<file path="src/rtl/dco_code_pkg.sv">
// Shared types and helpers for the DCO capacitor-matrix code path.
// Splits an 8-bit tuning code into the row/column fields used by the decoders.
package dco_code_pkg;

    localparam int unsigned CODE_W = 8;
    localparam int unsigned ROW_W  = 4;
    localparam int unsigned COL_W  = 4;

    typedef enum logic [1:0] {
        IDLE,
        SLEW,
        SETTLE
    } slew_state_t;

    typedef struct packed {
        logic [ROW_W-1:0] row;
        logic [COL_W-1:0] col;
    } code_fields_t;

    function automatic code_fields_t split_code(input logic [CODE_W-1:0] code);
        code_fields_t f;
        f.row = code[CODE_W-1 -: ROW_W];
        f.col = code[COL_W-1:0];
        return f;
    endfunction

endpackage

</file>
<file path="src/rtl/dco_code_slewer.sv">
// Slew-limited tuning-code sequencer feeding the DCO row/column decoders.
// Walks the applied code toward an accepted target, then settles before the next request.
module dco_code_slewer
    import dco_code_pkg::*;
#(
    parameter int unsigned STEP       = 1,
    parameter int unsigned SETTLE_CYC = 4,
    parameter int unsigned RST_CODE   = 128
) (
    input  logic              clk_i,
    input  logic              rst_i,
    input  logic [7:0]        code_i,
    input  logic              valid_i,
    output logic              ready_o,
    output logic [3:0]        row_o,
    output logic [3:0]        col_o,
    output logic              oc_o,
    output logic              upd_o,
    output logic              busy_o
);

    localparam int unsigned       CNT_W    = $clog2(SETTLE_CYC) + 1;
    localparam logic [CNT_W-1:0]  CNT_LOAD = CNT_W'(SETTLE_CYC - 1);
    localparam logic [CODE_W-1:0] RST_C    = CODE_W'(RST_CODE);
    localparam logic [CODE_W-1:0] STEP_C   = CODE_W'(STEP);

    slew_state_t       state_q;
    logic [CODE_W-1:0] cur_q;
    logic [CODE_W-1:0] tgt_q;
    logic [CNT_W-1:0]  cnt_q;
    logic              upd_q;

    logic [CODE_W:0]   diff_d;
    logic [CODE_W-1:0] step_d;
    logic [CODE_W-1:0] cur_d;
    logic              up_d;
    code_fields_t      fields;

    // Step is clipped to the remaining distance, so cur can never overshoot or wrap.
    always_comb begin
        up_d   = (tgt_q >= cur_q);
        diff_d = up_d ? ({1'b0, tgt_q} - {1'b0, cur_q})
                      : ({1'b0, cur_q} - {1'b0, tgt_q});
        step_d = (diff_d < {1'b0, STEP_C}) ? diff_d[CODE_W-1:0] : STEP_C;
        cur_d  = up_d ? (cur_q + step_d) : (cur_q - step_d);
    end

    always_ff @(posedge clk_i) begin
        if (rst_i) begin
            state_q <= IDLE;
            cur_q   <= RST_C;
            tgt_q   <= RST_C;
            cnt_q   <= '0;
            upd_q   <= 1'b0;
        end else begin
            upd_q <= 1'b0;
            case (state_q)
                IDLE: begin
                    if (valid_i) begin
                        tgt_q   <= code_i;
                        state_q <= SLEW;
                    end
                end
                SLEW: begin
                    if (cur_q == tgt_q) begin
                        state_q <= SETTLE;
                        cnt_q   <= CNT_LOAD;
                    end else begin
                        cur_q <= cur_d;
                        upd_q <= 1'b1;
                        if (cur_d == tgt_q) begin
                            state_q <= SETTLE;
                            cnt_q   <= CNT_LOAD;
                        end
                    end
                end
                SETTLE: begin
                    if (cnt_q == '0) begin
                        state_q <= IDLE;
                    end else begin
                        cnt_q <= cnt_q - 1'b1;
                    end
                end
                default: state_q <= IDLE;
            endcase
        end
    end

    assign fields  = split_code(cur_q);
    assign row_o   = fields.row;
    assign col_o   = fields.col;
    assign oc_o    = cur_q[COL_W];
    assign upd_o   = upd_q;
    assign ready_o = (state_q == IDLE);
    assign busy_o  = (state_q != IDLE);

endmodule
</file>
<file path="config.mk">
export PLATFORM = sky130hd
export DESIGN_NAME = dco_code_slewer
export DESIGN_NICKNAME = d
export VERILOG_FILES = /design/src/rtl/dco_code_pkg.sv /design/src/rtl/dco_code_slewer.sv
export SDC_FILE = /design/constraint.sdc
export NUM_CORES = 1
export LEC_CHECK = 0
export ABC_AREA = 1
export BUFFER_PORTS_ARGS = -buffer_cell sky130_fd_sc_hd__buf_2
export CORE_ASPECT_RATIO = 1.4
export CORE_MARGIN = 4
export CORE_UTILIZATION = 46
export DETAILED_ROUTE_END_ITERATION = 16
export GPL_TIMING_DRIVEN = 0
export PLACE_DENSITY = 0.7
export SETUP_SLACK_MARGIN = 0.4
export SYNTH_ARGS = -nofsm -noshare
export SYNTH_HDL_FRONTEND = slang
export SYNTH_SLANG_ARGS = --single-unit
export TNS_END_PERCENT = 5
</file>
<file path="constraint.sdc">
create_clock -name clk_i -period 3.95 [get_ports clk_i]
set_input_delay 0.395 -clock clk_i [delete_from_list [all_inputs] [get_ports clk_i]]
set_output_delay 0.395 -clock clk_i [all_outputs]
set_load 0.1 [all_outputs]
</file>
==> load_flow_metrics.sql <==
INSERT INTO impl_metrics (metric_group, metric, value, unit) VALUES
('status', 'status', 'finished with violations', ''),
('status', 'violated_checks', 'setup timing', ''),
('sta', 'tightestPinTransition', '514', 'ps'),
('yosys', 'yosys_warns', '0', ''),
('sta', 'setup_slack', '-18.3', 'ps'),
('sta', 'timing.final.hold_violations', '0', ''),
('global_routing', 'grt_ovf', '0', ''),
('sta', 'worst_hold_slack', '344', 'ps'),
('yosys', 'synthDistinctLibCells', '25', ''),
('sta', 'slew-limit-headroom', '65.3', '%'),
('global_routing', 'grt_use_total', '20.0', '%'),
('cts', 'cts_inserted_buffers', '3', ''),
('yosys', 'seq_area_frac_synth', '19.6', '%'),
('yosys', 'synth_async_sr_flop_share', '0', '%'),
('die', 'rows', '29', ''),
('global_routing', 'grt_pass1_wl', '9790', 'um'),
('power', 'ir_worst_vdd', '0.000630', 'V'),
('sta', 'timing.final.max_slew_violations', '0', ''),
('drt', 'metal1_wirelength', '2570', 'um'),
('sta', 'layout_worst_path_cycle_share', '100', '%'),
('cells_and_area', 'antenna_cells_inserted', '0', ''),
('drt', 'routedWlPerCell', '13.0', 'um'),
('global_routing', 'grt_pass1_vias', '2275', ''),
('drt', 'first_pass_iters', '4', ''),
('sta', 'timing.final.setup_violations', '1', ''),
('yosys', 'synth.area.top_cells', 'sky130_fd_sc_hd__dfxtp_1 (20%), sky130_fd_sc_hd__nand2_1 (15%), sky130_fd_sc_hd__ha_1 (15%), sky130_fd_sc_hd__inv_1 (12%), sky130_fd_sc_hd__a21oi_1 (6.5%)', ''),
('critical_path', 'critical_path.startpoint_type', 'register', ''),
('cells_and_area', 'drive_gt1_share', '29.6', '%'),
('yosys', 'mean_post_synth_cell_area', '6.21', 'um2'),
('min_path', 'min-delay-path-class', 'input pin to register', ''),
('die', 'die_w', '67.1', 'um'),
('yosys', 'netlist.top_cell.by_area', 'sky130_fd_sc_hd__dfxtp_1', ''),
('cts', 'cts_tree', 'done', ''),
('drt', 'detail_route.vias_per_cell', '5.11', ''),
('yosys', 'post_syn_instances', '362', ''),
('drt', 'totalWireLength', '5920', 'um'),
('yosys', 'mappedNetlistArea', '2250', 'um2'),
('power', 'cellInternalPower', '1.09', 'mW'),
('place', 'placed_area', '2620', 'um2'),
('place', 'buffer_ports.inserted', '22', ''),
('power', 'power.switching_fraction', '56.9', '%'),
('yosys', 'synth_largest_type_area_fraction', '19.6', '%'),
('drt', 'drt_drc_violations_left', '0', ''),
('drt', 'routed-via-count', '2335', ''),
('sta', 'max_freq', '252', 'MHz'),
('yosys', 'synth_ff_type', 'sky130_fd_sc_hd__dfxtp_1', ''),
('yosys', 'synth_enable_flop_cells', '0', ''),
('place', 'post-dp-hpwl', '4520', 'um'),
('cts', 'cts_max_path_buffers', '2', ''),
('drt', 'dr.max_layer_used', 'met4', ''),
('sta', 'skew', '5.97', 'ps'),
('die', 'initial_core_util', '48.4', '%'),
('sta', 'layout_min_cycle_time', '3970', 'ps'),
('drt', 'met2_length', '3030', 'um'),
('cells_and_area', 'fin_nets', '437', ''),
('drt', 'final_antenna_net_count', '0', ''),
('power', 'power_per_cell_area', '874', 'nW/um2'),
('die', 'design.portCount', '23', ''),
('power', 'power.share.clock', '7.5', '%'),
('flow_run', 'drv.max_cap_violation_count', '0', ''),
('cells_and_area', 'mostFrequentLayoutCells', 'sky130_fd_sc_hd__nand2_1 (81), sky130_fd_sc_hd__inv_1 (61), sky130_fd_sc_hd__nor2_1 (23), sky130_fd_sc_hd__nand3_1 (23), sky130_fd_sc_hd__a21oi_1 (23)', ''),
('cells_and_area', 'fin_area', '2890', 'um2'),
('yosys', 'syn_nets', '403', ''),
('die', 'die_area', '6090', 'um2'),
('cts', 'cts.sink_count', '22', ''),
('cts', 'clock_tree.root_cell', 'sky130_fd_sc_hd__clkbuf_8', ''),
('cts', 'holdBufCountCts', '0', ''),
('global_routing', 'antenna_found_initial', '0', ''),
('drt', 'drt_iter0_drc', '128', ''),
('cts', 'htree_num_levels', '1', ''),
('cells_and_area', 'area_growth_syn_to_layout', '28.5', '%');
==> power by group through the flow <==
| stage | combinational, mW | clock (mW) | sequential, mW |
|---|---|---|---|
| detailed placement | 1.71 | 0 | 0.337 |
| floorplan | 1.26 | 0 | 0.494 |
| global placement | 1.70 | 0 | 0.337 |
| finish | 2.00 | 0.188 | 0.333 |
| global route | 2.21 | 0.199 | 0.341 |
| CTS | 1.84 | 0.190 | 0.334 |
==> repair_timing <==
action / CTS / global route
setup buffers: 4 / 3
pin swaps: 13 / 13
hold endpoints to repair: 0 / 0
setup endpoints to repair: 8 / 8
gates resized for setup: 21 / 19
==> final cells by class <==
class / count / area [um2]
clock buffer: 4 / 66.3
buffer: 5 / 30.0
fill: 454 / 1760
timing repair buffer: 29 / 163
sequential: 22 / 475
multi-input combinational: 265 / 1810
inverter: 70 / 265
tap: 62 / 77.6
==> flip-flops by register name (all words and copies together) (netlist names) <==
| register | count |
|---|---|
| state_q | 2 |
| tgt_q | 8 |
| cur_q | 8 |
| upd_o | 1 |
| cnt_q | 3 |
==> synthesized netlist by cell type, types with 3 or more instances <==
library cell	number
sky130_fd_sc_hd__nand2_1	92
sky130_fd_sc_hd__inv_1	70
sky130_fd_sc_hd__a21oi_1	29
sky130_fd_sc_hd__nand3_1	28
sky130_fd_sc_hd__ha_1	27
sky130_fd_sc_hd__nor2_1	27
sky130_fd_sc_hd__dfxtp_1	22
sky130_fd_sc_hd__o21ai_0	19
sky130_fd_sc_hd__nand2_2	9
sky130_fd_sc_hd__nand4_1	5
sky130_fd_sc_hd__xor2_1	5
sky130_fd_sc_hd__o211ai_1	4
sky130_fd_sc_hd__clkbuf_1	3
sky130_fd_sc_hd__fa_1	3
sky130_fd_sc_hd__or2_2	3
sky130_fd_sc_hd__xnor2_1	3
==> logic make-up after synthesis <==
family          after synthesis  synth area share (%)
buf+inv                      75                  12.9
simple gates                171                  33.5
other cells                   1                 0.167
flops                        22                  19.6
xor+xnor                      8                  3.12
compound gates               55                  13.1
fa+ha+maj                    30                  17.7
==> final timing paths <==
path | start | endpoint | slack [ps] | cells after the start
hold / removal | code_i[7] | tgt_q[7]$_SDFFE_PP1P_ | 340 | 3
hold reg to reg | cnt_q[1]$_SDFFE_PP0P_ | cnt_q[1]$_SDFFE_PP0P_ | 480 | 2
setup reg to reg | tgt_q[0]$_SDFFE_PP0P_ | cnt_q[2]$_SDFFE_PP0P_ | -20 | 27
setup / recovery | tgt_q[0]$_SDFFE_PP0P_ | cnt_q[2]$_SDFFE_PP0P_ | -20 | 27
==> critical path, cell delays in order, from the launching register on <==
cell                      delay, ps
sky130_fd_sc_hd__dfxtp_4        360
sky130_fd_sc_hd__buf_4          140
sky130_fd_sc_hd__ha_4           150
sky130_fd_sc_hd__fa_2           510
sky130_fd_sc_hd__inv_1           40
sky130_fd_sc_hd__nor2_1         130
sky130_fd_sc_hd__nand3_1         90
sky130_fd_sc_hd__nor2_1          90
sky130_fd_sc_hd__nor2_1          60
sky130_fd_sc_hd__nor2_2         140
sky130_fd_sc_hd__nand2_4         70
sky130_fd_sc_hd__inv_2           60
sky130_fd_sc_hd__ha_4           140
sky130_fd_sc_hd__nor2_4          40
sky130_fd_sc_hd__ha_1           320
sky130_fd_sc_hd__a21oi_2        190
sky130_fd_sc_hd__nand2_2        110
sky130_fd_sc_hd__or2_2          300
sky130_fd_sc_hd__nand2_2         80
sky130_fd_sc_hd__nor2_1          50
sky130_fd_sc_hd__nor3_2         220
sky130_fd_sc_hd__nand2_1         90
sky130_fd_sc_hd__nor2_2         100
sky130_fd_sc_hd__nand3_2        100
sky130_fd_sc_hd__nand2_4        100
sky130_fd_sc_hd__nand2_4         70
sky130_fd_sc_hd__nand2_2         80
sky130_fd_sc_hd__a21oi_2         40
==> per-stage QoR <==
stage | total power, mW | worst slack, ps | utilization [%] | std cells
after floorplan | 1.76 | 356 | - | 362
after global placement | 2.04 | -287 | 56.4 | 446
after detailed placement | 2.05 | -349 | 56.4 | 446
after CTS | 2.36 | 82.1 | 60.4 | 454
after global routing | 2.75 | -156 | 62.2 | 457
final | 2.53 | -18.3 | 62.2 | 457
==> per-layer routing <==
metal | up-vias | global-route usage, %
met5 | - | 0
met4 | 0 | 6.60
met3 | 15 | 1.62
met2 | 54 | 35.4
met1 | 1061 | 24.5
li1 | 1205 | -
Note: power is estimated with default switching activity, not from simulation.
